File: src/rtl/k16_bus_pkg.sv
// k16_bus_pkg: shared FSM state type and default K16 memory map
package k16_bus_pkg;

    typedef enum logic [2:0] {
        ST_IDLE,
        ST_STROBE,
        ST_WAIT,
        ST_CAPTURE,
        ST_DONE
    } state_t;

    localparam logic [15:0] RAM_BASE = 16'h0000;
    localparam logic [15:0] RAM_MASK = 16'hF000;
    localparam logic [1:0]  RAM_WAIT = 2'd0;
    localparam logic [15:0] FB_BASE  = 16'h8000;
    localparam logic [15:0] FB_MASK  = 16'hF800;
    localparam logic [1:0]  FB_WAIT  = 2'd0;
    localparam logic [15:0] ROM_BASE = 16'hF000;
    localparam logic [15:0] ROM_MASK = 16'hFE00;
    localparam logic [1:0]  ROM_WAIT = 2'd1;
    localparam logic [15:0] IO_BASE  = 16'hFFF8;
    localparam logic [15:0] IO_MASK  = 16'hFFF8;
    localparam logic [1:0]  IO_WAIT  = 2'd2;

    localparam logic [63:0] DEF_REGION_BASE   = {IO_BASE, ROM_BASE, FB_BASE, RAM_BASE};
    localparam logic [63:0] DEF_REGION_MASK   = {IO_MASK, ROM_MASK, FB_MASK, RAM_MASK};
    localparam logic [7:0]  DEF_REGION_WAIT   = {IO_WAIT, ROM_WAIT, FB_WAIT, RAM_WAIT};
    localparam logic [15:0] DEF_UNMAPPED_DATA = 16'h9FFF;

    function automatic int idx_width(input int n);
        return (n > 1) ? $clog2(n) : 1;
    endfunction

endpackage

File: src/rtl/k16_region_decode.sv
// k16_region_decode: priority address matcher over the configured regions
module k16_region_decode #(
    parameter int NUM_REGIONS = 4,
    parameter int ADDR_W = 16,
    parameter int IDX_W = 2,
    parameter logic [NUM_REGIONS*ADDR_W-1:0] REGION_BASE = '0,
    parameter logic [NUM_REGIONS*ADDR_W-1:0] REGION_MASK = '0
) (
    input  logic [ADDR_W-1:0]      addr,
    output logic                   hit,
    output logic [IDX_W-1:0]       idx,
    output logic [NUM_REGIONS-1:0] onehot
);

    // scan from the top so the lowest matching index is the one left standing
    always_comb begin
        hit = 1'b0;
        idx = '0;
        onehot = '0;
        for (int i = NUM_REGIONS - 1; i >= 0; i--) begin
            if ((addr & REGION_MASK[i*ADDR_W +: ADDR_W]) == REGION_BASE[i*ADDR_W +: ADDR_W]) begin
                hit = 1'b1;
                idx = IDX_W'(i);
                onehot = '0;
                onehot[i] = 1'b1;
            end
        end
    end

endmodule

File: src/rtl/k16_bus_fabric.sv
// k16_bus_fabric: registered region decode, wait states and bus-error capture for the K16 bus
module k16_bus_fabric
    import k16_bus_pkg::*;
#(
    parameter int NUM_REGIONS = 4,
    parameter int ADDR_W = 16,
    parameter int DATA_W = 16,
    parameter int WAIT_W = 2,
    parameter logic [NUM_REGIONS*ADDR_W-1:0] REGION_BASE = DEF_REGION_BASE,
    parameter logic [NUM_REGIONS*ADDR_W-1:0] REGION_MASK = DEF_REGION_MASK,
    parameter logic [NUM_REGIONS*WAIT_W-1:0] REGION_WAIT = DEF_REGION_WAIT,
    parameter logic [DATA_W-1:0] UNMAPPED_DATA = DEF_UNMAPPED_DATA
) (
    input  logic                          clk,
    input  logic                          reset_n,
    input  logic                          hold,
    input  logic                          m_req,
    input  logic                          m_write,
    input  logic [ADDR_W-1:0]             m_addr,
    input  logic [DATA_W-1:0]             m_wdata,
    output logic [DATA_W-1:0]             m_rdata,
    output logic                          m_ready,
    output logic                          m_error,
    output logic [NUM_REGIONS-1:0]        s_sel,
    output logic                          s_write,
    output logic [ADDR_W-1:0]             s_addr,
    output logic [DATA_W-1:0]             s_wdata,
    input  logic [NUM_REGIONS*DATA_W-1:0] s_rdata,
    output logic                          err_valid,
    output logic [ADDR_W-1:0]             err_addr,
    input  logic                          err_clear
);

    localparam int IDX_W = idx_width(NUM_REGIONS);

    state_t                 state, state_nx;
    logic                   hit, accept, write_q, miss_q;
    logic [IDX_W-1:0]       idx, idx_q;
    logic [NUM_REGIONS-1:0] onehot, sel_q;
    logic [WAIT_W-1:0]      cnt;

    k16_region_decode #(
        .NUM_REGIONS(NUM_REGIONS),
        .ADDR_W(ADDR_W),
        .IDX_W(IDX_W),
        .REGION_BASE(REGION_BASE),
        .REGION_MASK(REGION_MASK)
    ) u_decode (
        .addr(m_addr),
        .hit(hit),
        .idx(idx),
        .onehot(onehot)
    );

    assign accept  = (state == ST_IDLE) && m_req && !hold;
    assign m_ready = (state == ST_DONE);
    assign m_error = m_ready && miss_q;
    assign s_sel   = (state == ST_STROBE) ? sel_q : '0;
    assign s_write = (state == ST_STROBE) && write_q;

    // state register
    always_ff @(posedge clk or negedge reset_n) begin
        if (!reset_n) state <= ST_IDLE;
        else          state <= state_nx;
    end

    // next-state: misses skip straight to completion, hits walk strobe/wait/capture
    always_comb begin
        state_nx = state;
        case (state)
            ST_IDLE:    state_nx = accept ? (hit ? ST_STROBE : ST_DONE) : ST_IDLE;
            ST_STROBE:  state_nx = (cnt != '0) ? ST_WAIT : ST_CAPTURE;
            ST_WAIT:    state_nx = (cnt == WAIT_W'(1)) ? ST_CAPTURE : ST_WAIT;
            ST_CAPTURE: state_nx = ST_DONE;
            ST_DONE:    state_nx = ST_IDLE;
            default:    state_nx = ST_IDLE;
        endcase
    end

    // request latch, wait countdown, read data capture and sticky error
    always_ff @(posedge clk or negedge reset_n) begin
        if (!reset_n) begin
            s_addr    <= '0;
            s_wdata   <= '0;
            write_q   <= 1'b0;
            miss_q    <= 1'b0;
            idx_q     <= '0;
            sel_q     <= '0;
            cnt       <= '0;
            m_rdata   <= '0;
            err_valid <= 1'b0;
            err_addr  <= '0;
        end else begin
            if (accept) begin
                s_addr  <= m_addr;
                s_wdata <= m_wdata;
                write_q <= m_write;
                miss_q  <= !hit;
                idx_q   <= idx;
                sel_q   <= onehot;
                cnt     <= REGION_WAIT[idx*WAIT_W +: WAIT_W];
                if (!hit && !m_write) m_rdata <= UNMAPPED_DATA;
            end
            if (state == ST_WAIT) cnt <= cnt - 1'b1;
            if (state == ST_CAPTURE && !write_q) m_rdata <= s_rdata[idx_q*DATA_W +: DATA_W];
            if (accept && !hit && (!err_valid || err_clear)) begin
                err_valid <= 1'b1;
                err_addr  <= m_addr;
            end else if (err_clear) begin
                err_valid <= 1'b0;
            end
        end
    end

endmodule

File: config.mk
export PLATFORM = sky130hd
export DESIGN_NAME = k16_bus_fabric
export DESIGN_NICKNAME = d
export VERILOG_FILES = /design/src/rtl/k16_bus_pkg.sv /design/src/rtl/k16_region_decode.sv /design/src/rtl/k16_bus_fabric.sv
export SDC_FILE = /design/constraint.sdc
export NUM_CORES = 1
export LEC_CHECK = 0
export CAP_MARGIN = 20
export CORE_MARGIN = 2
export CORE_UTILIZATION = 44
export DETAILED_ROUTE_END_ITERATION = 10
export MAX_ROUTING_LAYER = met4
export PLACE_DENSITY = 0.89
export SETUP_SLACK_MARGIN = 0.3
export SLEW_MARGIN = 25
export SYNTH_ARGS = -nofsm -noshare
export SYNTH_HDL_FRONTEND = slang
export SYNTH_SLANG_ARGS = --single-unit
File: constraint.sdc
create_clock -name clk -period 3.4 [get_ports clk]
set_input_delay 0.68 -clock clk [delete_from_list [all_inputs] [get_ports clk]]
set_output_delay 0.68 -clock clk [all_outputs]
set_load 0.005 [all_outputs]
== Yosys cells after proc, flatten, opt, wreduce, memory -nomap -nowiden ==
Cells that the tools add are included.

* Memory bits (read-only): 0
* Bits in latches: 0
* Input port bits: 102
* Memories: 0
* Memory bits (writable): 0
* Flip-flop bits (word level): 78

* Multipliers: 0
* $add $sub $neg: 1
* Shift operators: 2
* Eq/ne operators: 8
* Muxes and demuxes: 25
* Bitwise gates (word level): 0
* Div/mod/pow operators: 0
* $lt $le $gt $ge: 0
* Reductions and logical operators: 22

{| class="wikitable"
|+ Operators with widths
! operator !! number
|-
| $shiftx A64 B7 Y16 || 1
|-
| $mux W16 || 3
|-
| $mux W4 || 5
|-
| $logic_not A16 Y1 || 1
|-
| $eq A13 B13 Y1 const B || 1
|-
| $mux W2 || 6
|-
| $pmux W3 S4 || 1
|-
| $reduce_bool A2 Y1 || 5
|-
| $logic_and A1 B1 Y1 || 8
|-
| $mux W1 || 8
|-
| $shiftx A8 B4 Y2 const A || 1
|-
| $eq A7 B7 Y1 const B || 1
|-
| $eq A3 B2 Y1 const B || 2
|-
| $mux W3 || 2
|-
| $eq A5 B5 Y1 const B || 1
|-
| $logic_not A1 Y1 || 5
|-
| $eq A3 B1 Y1 const B || 1
|-
| $eq A3 B3 Y1 const B || 1
|-
| $logic_not A3 Y1 || 1
|-
| $eq A2 B1 Y1 const B || 1
|-
| $reduce_and A2 Y1 || 1
|-
| $sub A2 B1 Y2 const B || 1
|-
| $logic_or A1 B1 Y1 || 1
|}

== Longest topological paths before layout ==
* Depth after elaboration: 10
* Mapped depth: 6
* Depth with buffers taken out: 5

== Modules after synthesis ==
From an unflattened synthesis, not the netlist that was laid out.

* Cells, all modules: 236
* Area, all modules: 3631.0 µm²

{| class="wikitable"
|+ By module, submodules not included
! module !! area each (µm²) !! cells each !! seq. area each (µm²) !! instances
|-
| k16_bus_fabric || 3500.9 || 218 || 1951.9 || 1
|-
| k16_region_decode || 130.1 || 18 || 0.0 || 1
|}

== Least setup slack after synthesis ==
OpenSTA, ideal clock, no wires.

* Kind: input port to flip-flop
* From: in m_addr[11]
* To: reg err_addr[0]
* Arrival: 2.140 ns
* Stages on the path: 5
* Path buffers: 1
* Slack: 1.134 ns
* Library setup time: 0.125 ns
* Path through: a2111oi_0 > nor3_2 > o221ai_2 > buf_6 > mux2_4

* Word-level cells in the longest chain between the ends: 8

{| class="wikitable"
|+ Ends and longest elaborated chain
! element !! RTL line !! text
|-
| start: declaration || k16_bus_fabric.sv:19 || <nowiki>input logic [ADDR_W-1:0] m_addr,</nowiki>
|-
| $eq A13 B13 Y1 || k16_region_decode.sv:21 || <nowiki>if ((addr & REGION_MASK[i*ADDR_W +: ADDR_W]) == REGION_BASE[i*ADDR_W +: ADDR_W]) begin</nowiki>
|-
| $mux W1 (2 in series) || k16_region_decode.sv:21 ||
|-
| $mux W1 (*) (2 in series) || k16_region_decode.sv:21 ||
|-
| $logic_not A1 Y1 (*) || k16_bus_fabric.sv:106 || <nowiki>if (accept && !hit && (!err_valid || err_clear)) begin</nowiki>
|-
| $logic_and A1 B1 Y1 (*) (2 in series) || k16_bus_fabric.sv:106 ||
|-
| end signal: assignment || k16_bus_fabric.sv:108 || <nowiki>err_addr <= m_addr;</nowiki>
|-
| end: declaration || k16_bus_fabric.sv:30 || <nowiki>output logic [ADDR_W-1:0] err_addr,</nowiki>
|}

Every way passes the cells marked *; elsewhere a longest branch is shown, timed or not.
A chain may end at the register's enable or synchronous reset.

== Worst setup path in the final report ==
* From: reg state[2]
* To: out s_sel[2]

* Word-level cells in the longest chain between the ends: 2

{| class="wikitable"
|+ Ends and longest elaborated chain
! element !! RTL line !! text
|-
| start: declaration || k16_bus_fabric.sv:36 || <nowiki>state_t state, state_nx;</nowiki>
|-
| start signal: assignment || k16_bus_fabric.sv:64 || <nowiki>else state <= state_nx;</nowiki>
|-
| $eq A3 B1 Y1 || k16_bus_fabric.sv:58 || <nowiki>assign s_sel = (state == ST_STROBE) ? sel_q : '0;</nowiki>
|-
| $mux W4 || k16_bus_fabric.sv:58 ||
|-
| end: declaration || k16_bus_fabric.sv:24 || <nowiki>output logic [NUM_REGIONS-1:0] s_sel,</nowiki>
|}

Every way passes these cells.

==> flow_metrics.py <==
metrics = {
    "critical_path": {
        "worst-path-max-fanout": 8,
        "regToRegSetupSlack_ps": 1070,
        "critPathKind": "reg2out",
        "end_kind": "primary output",
        "start_kind": "flip-flop",
        "startpoint": "state[2]$_DFF_PN0_",
        "arrival_ps": 2180,
        "required_ps": 2720,
        "rr_worst_depth": 4,
        "r2r-start": "state[0]$_DFF_PN0_",
        "crit_end": "s_sel[2]",
        "timing.rr.end": "err_addr[0]$_DFFE_PN0P_",
    },
    "power": {
        "leakagePower_nw": 2.44,
        "p_per_area_nw_per_um2": 702,
        "ir_worst_vdd_mv": 0.424,
    },
    "cells_and_area": {
        "stdcell_count": 614,
        "layout_commonest_cell": "clkdlybuf4s50_1",
        "syn2layout_area_growth_pct": 56.3,
        "final_cell_mix": "clkdlybuf4s50_1 (172), nand2_1 (110), dfrtp_1 (78), nor2_1 (29)",
        "nets": 612,
        "drive_above_1_share_pct": 12.5,
        "num_antenna_cells": 0,
    },
    "clock_tree": {
        "insertion_delay_ps": 350,
        "numClockSinks": 78,
        "cts_tree": "yes",
        "cts-hold-fix-buffers": 0,
        "cts-resized-gates": 0,
        "cts_root_buf": "clkbuf_8",
        "clk_pin_slew_ps": 80,
        "cts_setup_buffers": 0,
        "cts.htree.levels": 3,
        "numCtsBuffers": 9,
        "cts_buffer_depth": 2,
    },
    "timing": {
        "worst_slew_pin_slew_ps": 763,
        "period_minus_slack_ps": 2860,
        "setup_viol": 0,
        "max_freq_mhz": 350,
        "hold_violations": 0,
        "finalSetupTns_ps": 0,
        "fin_crit_sh_pct": 84.0,
        "final.setup_skew_ps": 7.40,
        "drv_slew": 0,
        "relSlewSlack_pct": 49.1,
        "rsz0062_at_grt": "false",
    },
    "route": {
        "wl_per_cell_um": 17.4,
        "via_count": 3226,
        "drc": 0,
        "routed_via_density": 5.25,
        "finalWirelength_mm": 10.7,
        "drtAntennaViolNets": 0,
        "drtIter0Drc": 166,
        "dr.pass1.iters": 5,
    },
    "logic_synthesis": {
        "async_reset_ff_share_pct": 100,
        "synth_xor_area_share_pct": 0,
        "synth-edff-count": 0,
        "ys_warn_count": 0,
        "synth_top_family_by_area": "simple AND/OR/NAND/NOR gates",
        "syn_nets": 440,
        "ys_types": 40,
        "synthMuxAreaShare_pct": 16.4,
        "ys_ff_latch": 78,
        "synth_area_per_cell_sq_um": 10.7,
        "postSynthCellCount": 336,
        "synth_seq_area_share_pct": 54.2,
        "synth_simple_gate_area_share_pct": 20.3,
        "netlist_area_sq_um": 3600,
        "synthAdderAreaFrac_pct": 0.695,
        "synth-compound-area-share_pct": 5.84,
        "synth-main-ff-cell": "dfrtp_1",
    },
    "placed_design": {
        "portBuffers": 173,
        "routabilityCongestion": 0.832,
        "dp_hpwl_mm": 7.87,
        "dp_cells": 599,
    },
    "floorplanning": {
        "row_count": 32,
        "die_x_um": 94.5,
        "floorplan.die_area_sq_um": 8920,
        "fp.dieH_um": 94.5,
        "num_io_pins": 174,
        "start_util_pct": 46.1,
        "core-area_sq_um": 7810,
    },
    "min_path": {
        "min_path_type": "in2async",
    },
    "global_route": {
        "track_usage_pct": 24.9,
        "grt_pass1_vias": 3336,
        "antenna_found_initial": 0,
        "overflow": 0,
        "grt_max_degree": 79,
        "grt_pass1_wl_mm": 16.6,
    },
    "run_status": {
        "status": "finished, final reports clean",
    },
    "run": {
        "drv_cap": 0,
    },
}
## cell type report
type,instances,area [sq um]
Multi-Input combinational cell,237,1570
Timing Repair Buffer,178,1770
Clock buffer,10,128
Fill cell,580,2180
Clock inverter,5,61.3
Inverter,4,15.0
Tap cell,102,128
Sequential cell,78,1950
## worst min-delay path by stage
stage | from | to | slack [ps] | cells past startpoint
2_1_floorplan | reset_n | cnt[0]$_DFFE_PN0P_ | 380 | 0
5_1_grt | reset_n | err_addr[1]$_DFFE_PN0P_ | 410 | 1
3_5_place_dp | sel_q[1]$_DFFE_PN0P_ | sel_q[1]$_DFFE_PN0P_ | 450 | 2
4_1_cts | sel_q[3]$_DFFE_PN0P_ | sel_q[3]$_DFFE_PN0P_ | 470 | 2
3_3_place_gp | sel_q[1]$_DFFE_PN0P_ | sel_q[1]$_DFFE_PN0P_ | 450 | 2
6_report | reset_n | err_addr[1]$_DFFE_PN0P_ | 350 | 1
## cells in the mapped netlist (2+ instances only)
cell type	n	area share (%)
a21oi_1	16	2.2
a31o_2	2	0.49
and2_1	8	1.4
buf_2	4	0.56
clkbuf_1	12	1.3
dfrtp_1	78	54
ha_1	2	0.70
inv_1	4	0.42
mux2_2	7	2.2
mux2_4	10	4.2
mux4_2	16	10
nand2_1	110	11
nand3_1	3	0.42
nand4_1	2	0.35
nor2_1	31	3.2
nor3b_1	3	0.63
nor4_1	2	0.35
o21ai_0	3	0.42
o31ai_1	2	0.42
## stage by stage
step	utilization [%]	hold WS (ps)	power, mW	area [sq um]	worst slack [ps]
after floorplan	-	384	2.21	3600	1130
after global placement	69.4	450	3.22	5420	304
after detailed placement	69.4	450	3.29	5420	164
after CTS	71.8	470	3.98	5610	516
after global routing	72.1	410	4.20	5630	416
final	72.1	354	3.95	5630	542
## sequential cells by signal (all words and copies together), names as in the netlist
name       count
state          3
sel_q          4
s_wdata       16
err_valid      1
cnt            2
write_q        1
miss_q         1
s_addr        16
err_addr      16
idx_q          2
m_rdata       16
## worst max-delay path, cell delays in order, from the launching register on
cell and delay (ps):
dfrtp_1 490, nor3b_1 620, and2_1 220, clkdlybuf4s50_1 510
## cell families (layout without fill, tap and decap cells)
family / count (synthesis) / in the layout
AND/OR/NAND/NOR: 170 / 170
flip-flops: 78 / 78
multiplexers: 33 / 33
AO/OA/AOI/OAI: 32 / 32
buffers and inverters: 21 / 197
adder cells (fa/ha/maj): 2 / 2
## per-layer routing
layer | vias up | GRT usage (%) | wire, um
li1 | 1481 | - | -
met1 | 1564 | 30.2 | 4280
met2 | 164 | 40.5 | 5200
met3 | 17 | 7.90 | 1030
met4 | 0 | 6.76 | 148
met5 | - | - | 0
## power by group
group	switching [mW]	leakage [nW]	total [mW]	internal (mW)
Clock	0.337	0.0846	0.673	0.336
Combinational	0.622	1.43	1.69	1.07
Sequential	0.255	0.928	1.58	1.33
Total	1.21	2.44	3.95	2.73
Note: power is estimated with default switching activity, not from simulation.
==> variant 1 (same flow settings) <==
Reset style: synchronous (`reset_n`), changed in 2 clocked blocks.
--- a/src/rtl/k16_bus_fabric.sv
+++ b/src/rtl/k16_bus_fabric.sv
@@ -61,3 +61,3 @@
     // state register
-    always_ff @(posedge clk or negedge reset_n) begin
+    always_ff @(posedge clk) begin
         if (!reset_n) state <= ST_IDLE;
@@ -80,3 +80,3 @@
     // request latch, wait countdown, read data capture and sticky error
-    always_ff @(posedge clk or negedge reset_n) begin
+    always_ff @(posedge clk) begin
         if (!reset_n) begin
Function: differs if reset_n is asserted again (counterexample within 4 cycles, from zero or initial values and one cycle with reset_n low); with reset_n held inactive, the same outputs for 10 cycles.
==> variant 1 against the unedited design <==
Sequential cell count is the same; maximum frequency is 4.8% higher; clock skew rose by 0.010 ns; routed wire length down 5.1%; synthesized area fell by 0.83%; worst setup slack gained 0.13 ns; register-to-register slack better by 0.27 ns; utilization shrank 0.46 points; die area shrank 0.80%; final area fell by 0.64%; synthesized cell count grew 11%; non-clock buffer count is 4 higher; highest routed layer unchanged.
Power is not compared: it rests on default switching activity, and its combinational part moved more than twofold at a synthesized area within 25%.
==> variant 1: results <==
{
  "dp_hpwl_um": 7750,
  "ys_async_sr_fraction_pct": 0,
  "grt_usage_pct": 23.6,
  "route.vias.total": 3354,
  "synthMuxAreaShare_pct": 14.6,
  "fin_nets": 642,
  "wl_met2_um": 5270,
  "fin_ws_ns": 0.672,
  "critPathMaxFanout": 6,
  "worst_pin_slew_ns": 0.769,
  "gp_congestion": 0.825,
  "ys.flop_type": "dfxtp_1",
  "m1WireLength_um": 3980,
  "status": "finished, final reports clean",
  "synth_fp_nets": 478,
  "reg2reg_slack_ns": 1.34,
  "placed_area_um2": 5360,
  "netlist_top_cells_count": "112 x nand2_1, 78 x dfxtp_1, 39 x a21boi_0, 20 x clkbuf_1",
  "yosysSeqAreaShare_pct": 43.7,
  "grt_max_degree": 42,
  "wl_met3_um": 648,
  "drt-wirelength-per-cell_um": 15.7,
  "synthAdderAreaFrac_pct": 0.701,
  "global_route.usage.met1_pct": 25.8,
  "setup.worst_path.start": "state[0]$_SDFF_PN0_",
  "grt_pass1_wl_um": 15800,
  "hp-class": "register to register",
  "synth.distinct_cells": 39
}
## variant 1: metrics by stage
step           std cells  hold slack [ns]
2_1_floorplan        374            0.426
3_3_place_gp         629            0.435
3_5_place_dp         629            0.453
4_1_cts              644            0.466
5_1_grt              644            0.482
6_report             644            0.461
## variant 1: layout make-up
type | instances | area, µm²
Tap cell | 102 | 128
Sequential cell | 78 | 1560
Inverter | 3 | 11.3
Multi-Input combinational cell | 264 | 1870
Fill cell | 609 | 2220
Clock buffer | 11 | 151
Clock inverter | 4 | 77.6
Timing Repair Buffer | 182 | 1790
## variant 1: worst max-delay path, cell delays in order (launching register included)
cell	delay, ns
dfxtp_1	0.42
nor3b_1	0.57
and2_1	0.22
clkdlybuf4s50_1	0.50
## variant 1: final timing paths
kind                                                  to  depth (start not counted)
worst max-delay path                            s_sel[3]                          3
worst min-delay path               sel_q[1]$_SDFFE_PN0N_                          2
worst max register to register  err_addr[7]$_SDFFE_PN0P_                          5
worst min register to register     sel_q[1]$_SDFFE_PN0N_                          2
==> variant 2 (config.mk and constraints unchanged) <==
Without the edit above. Change the parameter `WAIT_W` from 2 to 4.
--- a/src/rtl/k16_bus_fabric.sv
+++ b/src/rtl/k16_bus_fabric.sv
@@ -7,3 +7,3 @@
     parameter int DATA_W = 16,
-    parameter int WAIT_W = 2,
+    parameter int WAIT_W = 4,
     parameter logic [NUM_REGIONS*ADDR_W-1:0] REGION_BASE = DEF_REGION_BASE,
Check against the original RTL: not equivalent (a bounded check fails within 4 cycles, from zero or initial values and one cycle with reset_n low).
==> variant 2 against the unedited design <==
Clock power is 14% higher; synthesized area is 1.7% higher; final area is 2.2% higher; maximum frequency is 2.1% higher; sequential cell count is 2 higher; routed wire length is 1.3% higher; power is 3.9% lower; worst hold slack better by 0.0037 ns; sequential share of layout area is 0.16 points higher; worst setup slack better by 0.060 ns.
==> variant 2: results <==
{
  "ff2ff_path_depth": 4,
  "synth.distinct_cells": 38,
  "fin_nets": 626,
  "netlist_top_cells_count": "113 x nand2_1, 80 x dfrtp_1, 33 x nor2_1",
  "clk_pin_slew_worst_paths_ns": 0.08,
  "yosysSeqAreaShare_pct": 54.7,
  "drt_iter0_drc": 163,
  "yosys-top-cells-area": "dfrtp_1 55%, nand2_1 12%, mux4_2 9.8%",
  "wirelength_um": 10800,
  "rows": 33,
  "cts_max_level": 3,
  "grt_usage_pct": 24.9,
  "hp-class": "input port to async pin",
  "status": "finished, final reports clean",
  "dp_hpwl_um": 8230,
  "slowest_delay_ns": 0.53,
  "io_buffers": 173,
  "hold_ws_ns": 0.357,
  "ir_drop_mv": 0.369,
  "drt_first_pass_iters": 4,
  "drive_above_1_share_pct": 12.9,
  "cpMaxStageDelayCell": "nor4_1",
  "synth_fp_nets": 451,
  "finalClockSkew_ns": 0.0112,
  "reg2reg_slack_ns": 0.86,
  "grt_pass1_wl_um": 16800,
  "leakagePower_nw": 2.45,
  "route.vias.total": 3304,
  "clk_latency_ns": 0.34,
  "cts-root-buf": "clkbuf_8",
  "r2r-end": "m_rdata[6]$_DFFE_PN0P_",
  "grt_max_degree": 81,
  "gp_congestion": 0.797,
  "worst_pin_slew_ns": 0.720,
  "critPathMaxFanout": 14,
  "rr_startpoint": "state[1]$_DFF_PN0_",
  "fillers": 593,
  "first_global_vias": 3421
}
variant 2: report_power, final:
group / total, mW / internal, mW / switching, mW
registers: 1.56 / 1.32 / 0.241
logic: 1.47 / 0.939 / 0.532
clock network: 0.765 / 0.433 / 0.332
variant 2: layout make-up:
class                           instances  area share, %
Tap cell                              105           2.29
Timing Repair Buffer                  182           31.3
Clock buffer                           11           2.46
Sequential cell                        80           34.8
Multi-Input combinational cell        247           27.6
Inverter                                2          0.131
Clock inverter                          5           1.39
variant 2: worst max path at each step:
stage / to / depth (start not counted) / slack [ns] / from
floorplan: err_addr[0]$_DFFE_PN0P_ / 5 / 0.88 / hold
global placement: err_addr[4]$_DFFE_PN0P_ / 6 / 0.46 / m_req
detailed placement: m_rdata[6]$_DFFE_PN0P_ / 5 / 0.31 / m_req
CTS: s_sel[0] / 3 / 0.46 / state[2]$_DFF_PN0_
global route: m_rdata[6]$_DFFE_PN0P_ / 5 / 0.44 / m_req
finish: m_rdata[6]$_DFFE_PN0P_ / 5 / 0.60 / m_req
variant 2: per-stage QoR:
| stage | utilization [%] | setup slack, ns | instance area (µm²) | instances | power (mW) |
|---|---|---|---|---|---|
| after global placement | 67.8 | 0.461 | 5520 | 616 | 2.97 |
| after CTS | 70.5 | 0.460 | 5740 | 632 | 3.83 |
| after global routing | 70.7 | 0.445 | 5750 | 632 | 4.04 |
| after detailed placement | 67.8 | 0.310 | 5520 | 616 | 3.05 |
| final | 70.7 | 0.602 | 5750 | 632 | 3.79 |
| after floorplan | - | 0.876 | 3660 | 347 | 2.05 |
variant 2: metal layers:
metal	global-route usage, %	vias up	share of wire [%]
met5	-	-	0
met4	8.70	0	1.8
met3	5.30	15	8.1
met2	43.0	144	51
met1	28.7	1619	39
li1	-	1526	-
variant 2: cell families (layout without fill, tap and decap cells):
| kind of cell | Yosys count | in the layout | synth area share [%] |
|---|---|---|---|
| flip-flops | 80 | 80 | 54.7 |
| AND/OR/NAND/NOR | 178 | 178 | 21.4 |
| AO/OA/AOI/OAI | 32 | 32 | 5.40 |
| multiplexers | 35 | 35 | 15.6 |
| buffers and inverters | 20 | 200 | 2.29 |
| adder cells (fa/ha/maj) | 2 | 2 | 0.683 |
variant 2: repair_timing:
action / in CTS / in global routing
hold buffers: 0 / 0
resized for setup: 0 / 1
endpoints found under the setup margin: 0 / 1
